[src/rtl/imm_decode_stage.sv]
// -----------------------------------------------------------------------------
// imm_decode_stage
//
// Purpose:
//   Decodes the immediate of an instruction word and computes the
//   pc-relative target (pc + imm). The decoded pair is stored in a 2-entry
//   in-order FIFO with a valid/ready handshake on both sides.
//   Decode and add happen once, when the entry is pushed. The stored result
//   is presented downstream unchanged.
//
// Parameters:
//   XLEN        datapath width, 32 or 64
//
// Ports:
//   clk         single clock, rising edge
//   rst_n       asynchronous active-low reset
//   flush       synchronous discard of all held entries (dominates push/pop)
//   in_valid    upstream entry present
//   in_ready    stage can accept an entry (registered state only)
//   in_inst     instruction word (compressed forms in [15:0])
//   in_type     immediate type: 0 NONE,1 I,2 S,3 B,4 U,5 J,6 CI,7 ZIMM
//   in_pc       instruction address
//   out_valid   head entry available
//   out_ready   downstream accepts head entry
//   out_imm     decoded immediate of head entry
//   out_target  pc + imm of head entry
//   out_type    immediate type of head entry
//   out_count   entries held (0..2)
// -----------------------------------------------------------------------------
module imm_decode_stage #(
  parameter int XLEN = 32
) (
  input  logic            clk,
  input  logic            rst_n,
  input  logic            flush,
  input  logic            in_valid,
  output logic            in_ready,
  input  logic [31:0]     in_inst,
  input  logic [2:0]      in_type,
  input  logic [XLEN-1:0] in_pc,
  output logic            out_valid,
  input  logic            out_ready,
  output logic [XLEN-1:0] out_imm,
  output logic [XLEN-1:0] out_target,
  output logic [2:0]      out_type,
  output logic [1:0]      out_count
);

  localparam logic [2:0] TYPE_NONE = 3'd0;
  localparam logic [2:0] TYPE_I    = 3'd1;
  localparam logic [2:0] TYPE_S    = 3'd2;
  localparam logic [2:0] TYPE_B    = 3'd3;
  localparam logic [2:0] TYPE_U    = 3'd4;
  localparam logic [2:0] TYPE_J    = 3'd5;
  localparam logic [2:0] TYPE_CI   = 3'd6;
  localparam logic [2:0] TYPE_ZIMM = 3'd7;

  // ---------------------------------------------------------------------------
  // Immediate decode (push side)
  // ---------------------------------------------------------------------------
  logic [XLEN-1:0] imm_u;
  logic [XLEN-1:0] dec_imm;
  logic [XLEN-1:0] dec_target;

  // The opcode size bits never contribute to any immediate.
  logic unused_inst_bits;
  assign unused_inst_bits = ^in_inst[1:0];

  // The U immediate already fills 32 bits, so it only needs sign extension
  // when the datapath is wider than that.
  generate
    if (XLEN > 32) begin : g_u_wide
      assign imm_u = {{(XLEN-32){in_inst[31]}}, in_inst[31:12], 12'b0};
    end else begin : g_u_narrow
      assign imm_u = {in_inst[31:12], 12'b0};
    end
  endgenerate

  always_comb begin
    dec_imm = '0;
    case (in_type)
      TYPE_NONE: dec_imm = '0;
      TYPE_I:    dec_imm = {{(XLEN-12){in_inst[31]}}, in_inst[31:20]};
      TYPE_S:    dec_imm = {{(XLEN-12){in_inst[31]}}, in_inst[31:25], in_inst[11:7]};
      TYPE_B:    dec_imm = {{(XLEN-13){in_inst[31]}}, in_inst[31], in_inst[7],
                            in_inst[30:25], in_inst[11:8], 1'b0};
      TYPE_U:    dec_imm = imm_u;
      TYPE_J:    dec_imm = {{(XLEN-21){in_inst[31]}}, in_inst[31], in_inst[19:12],
                            in_inst[20], in_inst[30:21], 1'b0};
      TYPE_CI:   dec_imm = {{(XLEN-6){in_inst[12]}}, in_inst[12], in_inst[6:2]};
      TYPE_ZIMM: dec_imm = {{(XLEN-5){1'b0}}, in_inst[19:15]};
      default:   dec_imm = '0;
    endcase
  end

  // Wraps modulo 2^XLEN; carry out is intentionally dropped.
  assign dec_target = in_pc + dec_imm;

  // ---------------------------------------------------------------------------
  // FIFO control
  // ---------------------------------------------------------------------------
  logic [1:0] count_q, count_d;
  logic       rd_ptr_q, rd_ptr_d;
  logic       wr_ptr_q, wr_ptr_d;
  logic       push;
  logic       pop;

  // in_ready depends only on held state; rst_n gating makes it drop at once
  // while reset is asserted.
  assign in_ready  = rst_n && (count_q != 2'd2);
  assign out_valid = (count_q != 2'd0);
  assign out_count = count_q;

  assign push = in_valid && in_ready;
  assign pop  = out_valid && out_ready;

  always_comb begin
    count_d  = count_q;
    rd_ptr_d = rd_ptr_q;
    wr_ptr_d = wr_ptr_q;
    if (flush) begin
      // Flush wins over any handshake in the same cycle.
      count_d  = 2'd0;
      rd_ptr_d = 1'b0;
      wr_ptr_d = 1'b0;
    end else begin
      count_d  = count_q + {1'b0, push} - {1'b0, pop};
      rd_ptr_d = rd_ptr_q ^ pop;
      wr_ptr_d = wr_ptr_q ^ push;
    end
  end

  always_ff @(posedge clk or negedge rst_n) begin
    if (!rst_n) begin
      count_q  <= 2'd0;
      rd_ptr_q <= 1'b0;
      wr_ptr_q <= 1'b0;
    end else begin
      count_q  <= count_d;
      rd_ptr_q <= rd_ptr_d;
      wr_ptr_q <= wr_ptr_d;
    end
  end

  // ---------------------------------------------------------------------------
  // Entry storage: each slot holds the already-decoded result.
  // ---------------------------------------------------------------------------
  genvar gi;
  generate
    for (gi = 0; gi < 2; gi++) begin : g_ent
      localparam logic ENT_IDX = 1'(gi);

      logic            we;
      logic [XLEN-1:0] imm_q,    imm_d;
      logic [XLEN-1:0] target_q, target_d;
      logic [2:0]      type_q,   type_d;

      assign we = push && !flush && (wr_ptr_q == ENT_IDX);

      always_comb begin
        imm_d    = imm_q;
        target_d = target_q;
        type_d   = type_q;
        if (we) begin
          imm_d    = dec_imm;
          target_d = dec_target;
          type_d   = in_type;
        end
      end

      // Reset clears the slots so the head reads as zero during reset.
      always_ff @(posedge clk or negedge rst_n) begin
        if (!rst_n) begin
          imm_q    <= '0;
          target_q <= '0;
          type_q   <= 3'd0;
        end else begin
          imm_q    <= imm_d;
          target_q <= target_d;
          type_q   <= type_d;
        end
      end
    end
  endgenerate

  // Head selection. Slot contents only change on a write to the tail slot,
  // so the head stays stable while it waits for out_ready.
  always_comb begin
    out_imm    = g_ent[0].imm_q;
    out_target = g_ent[0].target_q;
    out_type   = g_ent[0].type_q;
    if (rd_ptr_q) begin
      out_imm    = g_ent[1].imm_q;
      out_target = g_ent[1].target_q;
      out_type   = g_ent[1].type_q;
    end
  end

endmodule

[config.mk]
export PLATFORM = sky130hd
export DESIGN_NAME = imm_decode_stage
export DESIGN_NICKNAME = d
export VERILOG_FILES = /design/src/rtl/imm_decode_stage.sv
export SDC_FILE = /design/constraint.sdc
export NUM_CORES = 1
export LEC_CHECK = 0
export CAP_MARGIN = 20
export CORE_ASPECT_RATIO = 1.1
export CORE_UTILIZATION = 50
export CTS_CLUSTER_DIAMETER = 200
export DETAILED_ROUTE_END_ITERATION = 10
export PLACE_DENSITY_LB_ADDON = 0.25
export SETUP_SLACK_MARGIN = 0.5
export SLEW_MARGIN = 0
export SYNTH_ARGS = -nofsm -noshare
export SYNTH_HDL_FRONTEND = slang
export SYNTH_SLANG_ARGS = --single-unit
[constraint.sdc]
create_clock -name clk -period 3.5 [get_ports clk]
set_input_delay 0.875 -clock clk [delete_from_list [all_inputs] [get_ports clk]]
set_output_delay 0.875 -clock clk [all_outputs]
set_load 0.01 [all_outputs]
==> reports/qor.csv <==
metric,value,unit
core,0.0164,mm2
grt_max_degree,74,
avgSynthCellArea,9.04,um2
worst-r2r-setup-slack,1.05,ns
skew,0.00711,ns
yosys_most_used_dff,dfrtp_1,
clk_path_buf_depth,2,
fin_crit,3.44,ns
synth_top_area_frac,0.412,
outcome,finished with violations,
relSlewSlack,0.381,
grt-ovfl-total,0,
period_share,0.981,
cts_inserted_buffers,17,
comb_power_share,0.491,
cp.arrival,3.81,ns
power.leakage,6.19,nW
grt_pass1_vias,8657,
syn_inst,927,
clkPwrFrac,0.206,
die_area,0.0173,mm2
ioPinCount,143,
grt_setup_unrepaired,true,
wl_per_cell,22.9,um
yosysWarnings,0,
p_total,8.97,mW
dpl.hpwl,17900,um
antenna_found_initial,0,
ir_drop,0.411,mV
startpoint,in_type[0],
cp_max_fo,8,
start_util,0.512,
reg2reg_depth,7,
sequentialPowerShare,0.303,
yosys-top-cells-area,"dfrtp_1 41%, mux2_2 12%, nand2_1 7.6%",
die_w,125,um
vias,9203,
clkSinkCount,138,
synthDistinctLibCells,65,
finalInstanceArea,0.0136,mm2
max_freq,291,MHz
worst_ep_required_time,3.87,ns
die_h,138,um
first_pass_iters,11,
syn_area,0.00838,mm2
r2r_start,out_count[1],
synth.yosys.seq_area_share,0.412,
setup_tns,0,ns
drv_cap,0,
diodes,0,
hold_class,in -> async,
syn_to_final_growth,62.9,%
clk_pin_slew,0.06,ns
clk_latency,0.44,ns
h-tree-depth,4,
gp_congestion,0.943,
hold_violations,0,
antenna_left,0,
slew_violations,0,
synth_edf_count,0,
endpoint,g_ent[0].target_q[24],
synthArstFlopShare,1.00,
port_buffers,140,
power.internal,5.75,mW
cp-end-kind,flop,
finalNonFillerCells,1479,
drcViolationCount,7,
root_buffer,clkbuf_16,
tightest_slew,0.928,ns
drt-initial-drc-count,837,
synth-seq-cells,138,
dp_cells,1394,
drive_above_1_share,0.427,
rr_endpoint,g_ent[1].target_q[19],
grt_first_pass_wirelength,44700,um
setup_viol,0,
yosysMostFrequentCell,nand2_1,
netSwitchingFraction,0.359,
rows,49,
place_area,0.0115,mm2
track_usage,0.337,
power_density,657,mW/mm2
synth_common_cells,"170 x nand2_1, 138 x dfrtp_1, 99 x a21oi_1",
synth_nets,1033,
criticalPathCategory,in -> reg,
nets,1368,
postCtsHoldBufs,0,
vias_per_cell,6.22,
drt-total-wl,33800,um
cts_tree,yes,
p_sw,3.22,mW
violations,DRC,
synth.largest_area_cell,dfrtp_1,
worstSetupStartpointType,primary input,
==> sequential cells by signal, summed over array words and instances (netlist names) <==
signal and cells:
g_ent.imm_q 64, rd_ptr_q 1, g_ent.target_q 64, g_ent.type_q 6, wr_ptr_q 1, out_count 2
==> cell type report <==
| type | instances | area (um2) |
|---|---|---|
| fill | 817 | 2720 |
| multi-input combinational | 692 | 5800 |
| clock inverter | 14 | 161 |
| clock buffer | 18 | 439 |
| timing repair buffer | 375 | 3380 |
| sequential | 138 | 3450 |
| inverter | 38 | 153 |
| tap | 204 | 255 |
==> how the worst min path moves through the flow <==
stage | to | slack, ns | cells after the start
3_3_place_gp | g_ent[1].target_q[0] | 0.45 | 2
2_1_floorplan | g_ent[1].target_q[0] | 0.44 | 2
3_5_place_dp | g_ent[0].target_q[9] | 0.46 | 2
4_1_cts | g_ent[1].target_q[3] | 0.28 | 1
5_1_grt | g_ent[1].target_q[5] | 0.29 | 1
6_report | g_ent[1].target_q[5] | 0.28 | 1
==> critical path, cell delays in order <==
cell and delay (ns):
buf_12 0.10, nand3b_1 0.23, o22ai_4 0.13, buf_6 0.17, a21oi_2 0.18, inv_1 0.12
ha_4 0.33, a21oi_1 0.14, o21ai_2 0.42, nor2_2 0.18, a2111o_1 0.54, a211o_1 0.32
nand3_1 0.08
==> logic make-up (layout without fill, tap and decap cells) <==
logic type / Yosys count / after routing / share of synthesized area
compound gates: 241 / 242 / 0.176
xor+xnor: 31 / 31 / 0.0324
fa+ha+maj: 34 / 34 / 0.0517
buf+inv: 98 / 445 / 0.0478
flops: 138 / 138 / 0.412
mux: 96 / 96 / 0.128
simple gates: 289 / 289 / 0.152
==> power groups by stage <==
| stage | logic (mW) | clock network (mW) | registers, mW |
|---|---|---|---|
| 2_1_floorplan | 2.04 | 0 | 2.55 |
| 3_3_place_gp | 3.59 | 0 | 2.61 |
| 3_5_place_dp | 3.67 | 0 | 2.67 |
| 4_1_cts | 4.00 | 1.84 | 2.65 |
| 5_1_grt | 4.64 | 1.92 | 2.78 |
| 6_report | 4.40 | 1.85 | 2.72 |
==> cell usage in the layout, fill, tap and decap left out, types with 14 or more instances in the layout <==
cell type        Yosys  routed
clkdlybuf4s50_1      0     114
ha_4                 0      27
a21oi_2              2      28
mux2_4               0      19
buf_6                1      30
o21ai_0             66      46
nand2_1            170     161
mux2_2              91      72
nor2_1              51      46
dlygate4sd2_1        0      14
a21oi_4              0      17
o21ai_1              1      14
clkbuf_16            0      18
inv_2                0      14
dfrtp_1            138     137
inv_1               38      20
a21oi_1             99      56
buf_4                2     199
==> metal layers <==
metal | vias to the layer above | part of all wire | routed length [um] | GRT usage
li1 | 3895 | - | - | -
met1 | 4423 | 0.36 | 12300 | 0.405
met2 | 681 | 0.48 | 16300 | 0.567
met3 | 204 | 0.084 | 2840 | 0.0586
met4 | 0 | 0.070 | 2370 | 0.213
met5 | - | 0 | 0 | 0
==> what timing repair did <==
| action | CTS | global route |
|---|---|---|
| buffers inserted | 40 | 11 |
| setup endpoints to repair | 56 | 71 |
| cloned | 1 | 1 |
| pin swaps | 74 | 57 |
| gates resized for setup | 191 | 78 |
==> per-stage QoR <==
step | setup slack, ns | util | hold slack [ns]
4_1_cts | 0.245 | 0.806 | 0.284
3_5_place_dp | -0.849 | 0.705 | 0.463
3_3_place_gp | -0.777 | 0.705 | 0.453
5_1_grt | -0.0371 | 0.834 | 0.287
6_report | 0.0650 | 0.834 | 0.278
2_1_floorplan | -0.185 | - | 0.440
No activity file was read; power rests on OpenSTA's default activity.
